### config.mk
export PLATFORM = sky130hd
export DESIGN_NAME = w5300_common_regs_responder
export DESIGN_NICKNAME = d
export VERILOG_FILES = /design/src/rtl/w5300_common_regs_responder.sv
export SDC_FILE = /design/constraint.sdc
export NUM_CORES = 1
export LEC_CHECK = 0
export CAP_MARGIN = 40
export CORE_ASPECT_RATIO = 1.2
export CORE_MARGIN = 4
export CORE_UTILIZATION = 50
export DETAILED_ROUTE_END_ITERATION = 8
export HOLD_SLACK_MARGIN = 0.1
export PLACE_DENSITY = 0.8
export SLEW_MARGIN = 10
export SYNTH_ARGS = -nofsm -noshare
export SYNTH_HDL_FRONTEND = slang
export SYNTH_SLANG_ARGS = --single-unit
export TNS_END_PERCENT = 1
### constraint.sdc
create_clock -name clk -period 12.8 [get_ports clk]
set_clock_uncertainty 0.05 [all_clocks]
set_input_delay 1.92 -clock clk [delete_from_list [all_inputs] [get_ports clk]]
set_output_delay 1.92 -clock clk [all_outputs]
set_load 0.05 [all_outputs]
### src/rtl/w5300_common_regs_responder.sv
// w5300_common_regs_responder
// Stands in for a W5300 on the common-register window (0x000-0x0FF) of the
// direct-address host bus. It answers the host sequencer's strobes, keeps
// register state with W5300 reset values, and models MR.RST soft reset and
// the interrupt pin.
//
// Parameters: RD_LAT (1-7) rd_n-fall-to-data cycles,
//             SOFT_RST_CYCLES (2-255) soft reset duration.
// Ports:
//   clk, rst           clock, async active-high reset
//   addr[9:0]          byte offset (bit 0 ignored, 16-bit access)
//   data_in[15:0]      write data
//   data_out[15:0]     read data, data_oe marks it valid
//   cs_n, rd_n, wr_n   active-low bus strobes, synchronous to clk
//   ir_set[3:0]        one-cycle pulses setting IR[15:12]
//   s0_int             level mirrored into IR[0]
//   int_n              active-low interrupt
//   busy               soft reset in progress
//   cfg_err            sticky configuration error
// Build option: define W5300_RESP_CFG_CHECK_EN to include the configuration
// checker; otherwise cfg_err is tied low.
//
// state      | meaning
// IDLE       | no read in progress
// READ_WAIT  | rd_n fall seen, latency down-counter running
// READ_DRIVE | data_out valid, data_oe high until rd_n/cs_n release
module w5300_common_regs_responder #(
  parameter int RD_LAT          = 2,
  parameter int SOFT_RST_CYCLES = 16
) (
  input  logic        clk,
  input  logic        rst,
  input  logic [9:0]  addr,
  input  logic [15:0] data_in,
  output logic [15:0] data_out,
  output logic        data_oe,
  input  logic        cs_n,
  input  logic        rd_n,
  input  logic        wr_n,
  input  logic [3:0]  ir_set,
  input  logic        s0_int,
  output logic        int_n,
  output logic        busy,
  output logic        cfg_err
);

  typedef enum logic [1:0] {IDLE, READ_WAIT, READ_DRIVE} state_t;

  typedef struct packed {
    logic [15:0] mr;
    logic [15:0] imr;
    logic [15:0] shar0;
    logic [15:0] shar1;
    logic [15:0] shar2;
    logic [15:0] gar0;
    logic [15:0] gar1;
    logic [15:0] subr0;
    logic [15:0] subr1;
    logic [15:0] sipr0;
    logic [15:0] sipr1;
    logic [15:0] rtr;
    logic [7:0]  rcr;
    logic [15:0] tms;
    logic [15:0] rms;
    logic [15:0] mtyper;
    logic [3:0]  ir_hi;
  } rf_t;

  localparam rf_t RF_RST = '{mr: 16'h3800, imr: 16'h0000, shar0: 16'h0000,
                             shar1: 16'h0000, shar2: 16'h0000, gar0: 16'h0000,
                             gar1: 16'h0000, subr0: 16'h0000, subr1: 16'h0000,
                             sipr0: 16'h0000, sipr1: 16'h0000, rtr: 16'h07D0,
                             rcr: 8'h08, tms: 16'h0808, rms: 16'h0808,
                             mtyper: 16'h00FF, ir_hi: 4'h0};
  localparam logic [15:0] MR_SRST = 16'h3880;
  localparam logic [15:0] IDR_VAL = 16'h5300;

  state_t      state, state_nx;
  rf_t         rf;
  logic        ir0;
  logic        cs_q, rd_q, wr_q;
  logic [9:1]  addr_q;
  logic [15:0] din_q;
  logic [2:0]  cnt, cnt_nx;
  logic [7:0]  srst_cnt;
  logic [15:0] rdata, dout_nx;
  logic        doe_nx;
  logic        in_win, commit, srst_go, rd_fall;
  logic [6:0]  word;
  logic [3:0]  ir_clr;
  logic        unused_addr0;

  assign unused_addr0 = addr[0];

  // Bus sampling; previous-cycle samples define strobe edges and write data.
  always_ff @(posedge clk or posedge rst) begin
    if (rst) begin
      cs_q   <= 1'b1;
      rd_q   <= 1'b1;
      wr_q   <= 1'b1;
      addr_q <= '0;
      din_q  <= '0;
    end else begin
      cs_q   <= cs_n;
      rd_q   <= rd_n;
      wr_q   <= wr_n;
      addr_q <= addr[9:1];
      din_q  <= data_in;
    end
  end

  assign in_win  = (addr_q[9:8] == 2'b00);
  assign word    = addr_q[7:1];
  // rd_q low at the wr_n rise means rd_n and wr_n overlapped: no commit.
  assign commit  = ~wr_q & wr_n & ~cs_q & rd_q & ~busy;
  assign srst_go = commit & in_win & (word == 7'd0) & din_q[7];
  assign ir_clr  = (commit && in_win && word == 7'd1) ? din_q[15:12] : 4'h0;
  assign rd_fall = rd_q & ~rd_n & ~cs_n & wr_n;

  always_ff @(posedge clk or posedge rst) begin
    if (rst) begin
      rf       <= RF_RST;
      ir0      <= 1'b0;
      int_n    <= 1'b1;
      busy     <= 1'b0;
      srst_cnt <= '0;
    end else begin
      rf.ir_hi <= (rf.ir_hi & ~ir_clr) | ir_set;
      ir0      <= s0_int;
      int_n    <= ~|({rf.ir_hi, ir0} & {rf.imr[15:12], rf.imr[0]});
      if (busy) begin
        if (srst_cnt == 8'd0) begin
          busy     <= 1'b0;
          rf.mr[7] <= 1'b0;
        end else begin
          srst_cnt <= srst_cnt - 8'd1;
        end
      end
      if (srst_go) begin
        rf       <= RF_RST;
        rf.mr    <= MR_SRST;
        busy     <= 1'b1;
        srst_cnt <= 8'(SOFT_RST_CYCLES - 1);
      end else if (commit && in_win) begin
        case (word)
          7'd0:  rf.mr     <= din_q;
          7'd2:  rf.imr    <= din_q;
          7'd4:  rf.shar0  <= din_q;
          7'd5:  rf.shar1  <= din_q;
          7'd6:  rf.shar2  <= din_q;
          7'd8:  rf.gar0   <= din_q;
          7'd9:  rf.gar1   <= din_q;
          7'd10: rf.subr0  <= din_q;
          7'd11: rf.subr1  <= din_q;
          7'd12: rf.sipr0  <= din_q;
          7'd13: rf.sipr1  <= din_q;
          7'd14: rf.rtr    <= din_q;
          7'd15: rf.rcr    <= din_q[7:0];
          7'd16: rf.tms    <= din_q;
          7'd20: rf.rms    <= din_q;
          7'd24: rf.mtyper <= din_q;
          default: ;
        endcase
      end
    end
  end

  always_comb begin
    rdata = '0;
    if (in_win) begin
      case (word)
        7'd0:   rdata = rf.mr;
        7'd1:   rdata = {rf.ir_hi, 11'd0, ir0};
        7'd2:   rdata = rf.imr;
        7'd4:   rdata = rf.shar0;
        7'd5:   rdata = rf.shar1;
        7'd6:   rdata = rf.shar2;
        7'd8:   rdata = rf.gar0;
        7'd9:   rdata = rf.gar1;
        7'd10:  rdata = rf.subr0;
        7'd11:  rdata = rf.subr1;
        7'd12:  rdata = rf.sipr0;
        7'd13:  rdata = rf.sipr1;
        7'd14:  rdata = rf.rtr;
        7'd15:  rdata = {8'h00, rf.rcr};
        7'd16:  rdata = rf.tms;
        7'd20:  rdata = rf.rms;
        7'd24:  rdata = rf.mtyper;
        7'd127: rdata = IDR_VAL;
        default: rdata = '0;
      endcase
    end
  end

  always_ff @(posedge clk or posedge rst) begin
    if (rst) begin
      state    <= IDLE;
      cnt      <= '0;
      data_out <= '0;
      data_oe  <= 1'b0;
    end else begin
      state    <= state_nx;
      cnt      <= cnt_nx;
      data_out <= dout_nx;
      data_oe  <= doe_nx;
    end
  end

  always_comb begin
    state_nx = state;
    cnt_nx   = cnt;
    dout_nx  = data_out;
    doe_nx   = data_oe;
    case (state)
      IDLE: begin
        if (rd_fall) begin
          state_nx = READ_WAIT;
          cnt_nx   = 3'(RD_LAT - 1);
        end
      end
      READ_WAIT: begin
        if (rd_n || cs_n) begin
          state_nx = IDLE;
        end else if (cnt == 3'd0) begin
          state_nx = READ_DRIVE;
          dout_nx  = busy ? 16'h0000 : rdata;
          doe_nx   = 1'b1;
        end else begin
          cnt_nx = cnt - 3'd1;
        end
      end
      READ_DRIVE: begin
        if (rd_n || cs_n) begin
          state_nx = IDLE;
          dout_nx  = '0;
          doe_nx   = 1'b0;
        end
      end
      default: state_nx = IDLE;
    endcase
  end

`ifdef W5300_RESP_CFG_CHECK_EN
  logic cfg_bad;

  always_comb begin
    cfg_bad = 1'b0;
    if (!in_win) begin
      cfg_bad = 1'b1;
    end else begin
      case (word)
        7'd0:  cfg_bad = ~din_q[15];
        7'd1, 7'd2, 7'd4, 7'd5, 7'd6, 7'd8, 7'd9, 7'd10, 7'd11,
        7'd12, 7'd13, 7'd14, 7'd15, 7'd24: cfg_bad = 1'b0;
        7'd16, 7'd20: cfg_bad = (din_q[15:8] > 8'd64) || (din_q[7:0] > 8'd64);
        default: cfg_bad = 1'b1;
      endcase
    end
  end

  // A soft-reset write clears the flag, but its own error still lands.
  always_ff @(posedge clk or posedge rst) begin
    if (rst) begin
      cfg_err <= 1'b0;
    end else if (commit) begin
      cfg_err <= (cfg_err & ~srst_go) | cfg_bad;
    end
  end
`else
  assign cfg_err = 1'b0;
`endif

endmodule
==> metrics.yaml <==
clockRootBuffer: "clkbuf_16"
vias: 11920
ys_dominant_reg_cell: "dfrtp_1"
post-route-period-util_pct: 31.81
required_ns: 13.17
vias_per_cell: 7.041
grt_use_total_pct: 31.28
syn_nets: 1302
cts_tree: "built"
wl_mm: 49.22
grt_max_degree: 166
ys_seq_area_share_pct: 55.29
crit_path_end_kind: "flip-flop"
core-area_um2: 28000
slew_headroom_pct: 31.87
fmax_mhz: 245.6
overflow: 0
fin_hold_ws_ns: 0.4231
setup-tns-final_ns: 0
syn_area_um2: 14220
post_cts_resize_count: 0
dr.pass1.iters: 7
die_area_um2: 31220
yosys-top-cells-area: "dfrtp_1, a22o_1, dfstp_2"
grt_pass1_wl_mm: 74.45
syn_inst: 1262
finalSetupViolations: 0
port_buffers: 53
power.leakage_nw: 7.221
hpwl_mm: 31.52
cts_setup_buffers: 0
holdCritPathClass: "reg2reg"
initialDrtViolationCount: 1811
wl_per_cell_um: 29.07
placedCellCount: 1636
ys_seq_elements: 313
final_antenna_net_count: 0
n_antenna_cell: 0
clk_pin_slew_ns: 0.06
yosysTopAreaCell: "dfrtp_1"
area_growth_pct: 14.92
fp.dieW_um: 162.0
ir_drop_v: 0.0001031
synth_cell_types: 84
synth_edf_count: 0
syn-mean-instance-area_um2: 11.27
numCtsBuffers: 31
yosysWarnings: 0
layout.nets: 1330
postCtsHoldBufs: 0
rows: 67
worstMarginPinSlew_ns: 1.022
rsz0062_at_grt: "false"
post-place-ws_ns: 8.250
antenna_found_initial: 0
finalMaxSlewViolations: 0
initial_core_util_pct: 50.80
hold_viol: 0
synth_top_area_share_pct: 50.49
clock_latency_ns: 0.57
totalPowerFinal_mw: 2.029
htree_levels: 1
drive_above_1_share_pct: 14.54
crit_fanout: 31
critical_path_class: "in2reg"
drc_errors: 0
die_h_um: 192.8
drv_cap: 0
worstPathArrival_ns: 4.44
final_cells: 1693
run_status: "completed"
async_flop_share_pct: 100.0
clockBufferDepth: 3
timing.final.ws_setup_ns: 8.729
p_per_area_nw_per_um2: 124.1
grt_pass1_vias: 11990
pin_count: 56
finalCriticalPeriod_ns: 4.071
clock_sinks: 313
place.gp.congestion: 1.003
critPathLaunchType: "input pin"
registers in the layout (all words and copies together) (netlist names):
signal,count
cnt,3
busy,1
din_q,16
data_oe,1
cs_q,1
data_out,16
addr_q,9
ir0,1
rd_q,1
wr_q,1
rf,252
int_n,1
state,2
srst_cnt,8
cell usage in the layout, fill, tap and decap left out, types with 15 or more instances in the layout:
cell type / count
clkbuf_16: 31
a21oi_1: 32
a32oi_1: 15
buf_4: 23
a22oi_1: 39
inv_1: 18
buf_8: 17
mux2i_1: 31
clkdlybuf4s50_1: 53
dfrtp_1: 285
nor2_1: 46
dfstp_2: 26
a22o_1: 213
nand3_1: 53
nand2_1: 129
o21ai_0: 41
logic make-up after synthesis:
group	count (synthesis)	share of synthesized area (%)
other	1	0.02636
adder cells (fa/ha/maj)	4	0.3518
AND/OR/NAND/NOR	335	12.62
XOR/XNOR	5	0.3079
flip-flops	313	55.29
multiplexers	44	3.210
AO/OA/AOI/OAI	430	23.59
buffers and inverters	130	4.600
per-stage QoR:
stage	util [%]	instance area, um2
5_1_grt	58.38	16350
6_report	58.38	16350
2_1_floorplan	-	14220
4_1_cts	58.38	16350
3_3_place_gp	53.20	14900
3_5_place_dp	54.85	15360
critical path, stage by stage:
cell and delay (ns):
clkdlybuf4s50_1 0.50, nand2_1 0.13, nor4_4 0.21, buf_4 0.44
nand2_1 0.60, buf_4 0.44, nand2_1 0.09, o21ai_0 0.08
per-layer routing:
layer	part of all wire (%)	wire, um	global-route usage (%)
met5	0.073	36	0.9740
met4	8.3	4097	20.96
met3	13	6560	8.951
met2	43	21220	46.65
met1	35	17300	39.69
final timing paths:
kind	end	cells past startpoint	slack [ns]	startpoint
min in group asynchronous	rf[163]	2	1.70	rst
min reg2reg	int_n	1	0.42	rf[1]
max	rf[245]	8	8.73	wr_n
min	int_n	1	0.42	rf[1]
max reg2reg	rf[114]	6	8.95	addr_q[4]
max in group asynchronous	din_q[9]	3	9.77	rst
cell usage after synthesis (all sizes together) (3+ instances only):
| library cell | instances |
|---|---|
| a31oi | 6 |
| a22o | 213 |
| nor3 | 28 |
| a221oi | 4 |
| clkbuf | 40 |
| dfstp | 26 |
| nor4 | 10 |
| or3 | 3 |
| o211ai | 6 |
| o21ai | 61 |
| xnor2 | 3 |
| mux2i | 31 |
| and2 | 5 |
| dfrtp | 287 |
| o32ai | 5 |
| buf | 70 |
| and3 | 13 |
| a222oi | 3 |
| inv | 19 |
| nand4 | 6 |
| nand2b | 8 |
| ha | 4 |
| a311oi | 3 |
| nand3 | 54 |
| o22ai | 11 |
| nand2 | 133 |
| a211oi | 4 |
| nor2b | 7 |
| mux2 | 13 |
| a221o | 3 |
| a32oi | 15 |
| a22oi | 39 |
| nor2 | 55 |
| or4 | 4 |
| a21oi | 34 |
report_power, final:
part           total (mW)  switching [mW]  internal (mW)
logic               0.108          0.0775         0.0300
clock network       0.904           0.391          0.513
registers            1.02          0.0191          0.998
total                2.03           0.488           1.54
cell type report:
| cell class | instances | area, um2 |
|---|---|---|
| clock buffer | 51 | 930.9 |
| timing repair buffer | 105 | 1184 |
| tap | 379 | 474.2 |
| multi-input combinational | 819 | 5749 |
| fill | 2285 | 11650 |
| inverter | 20 | 82.58 |
| clock inverter | 6 | 58.81 |
| sequential | 313 | 7868 |
(Power assumes the default switching activity.)
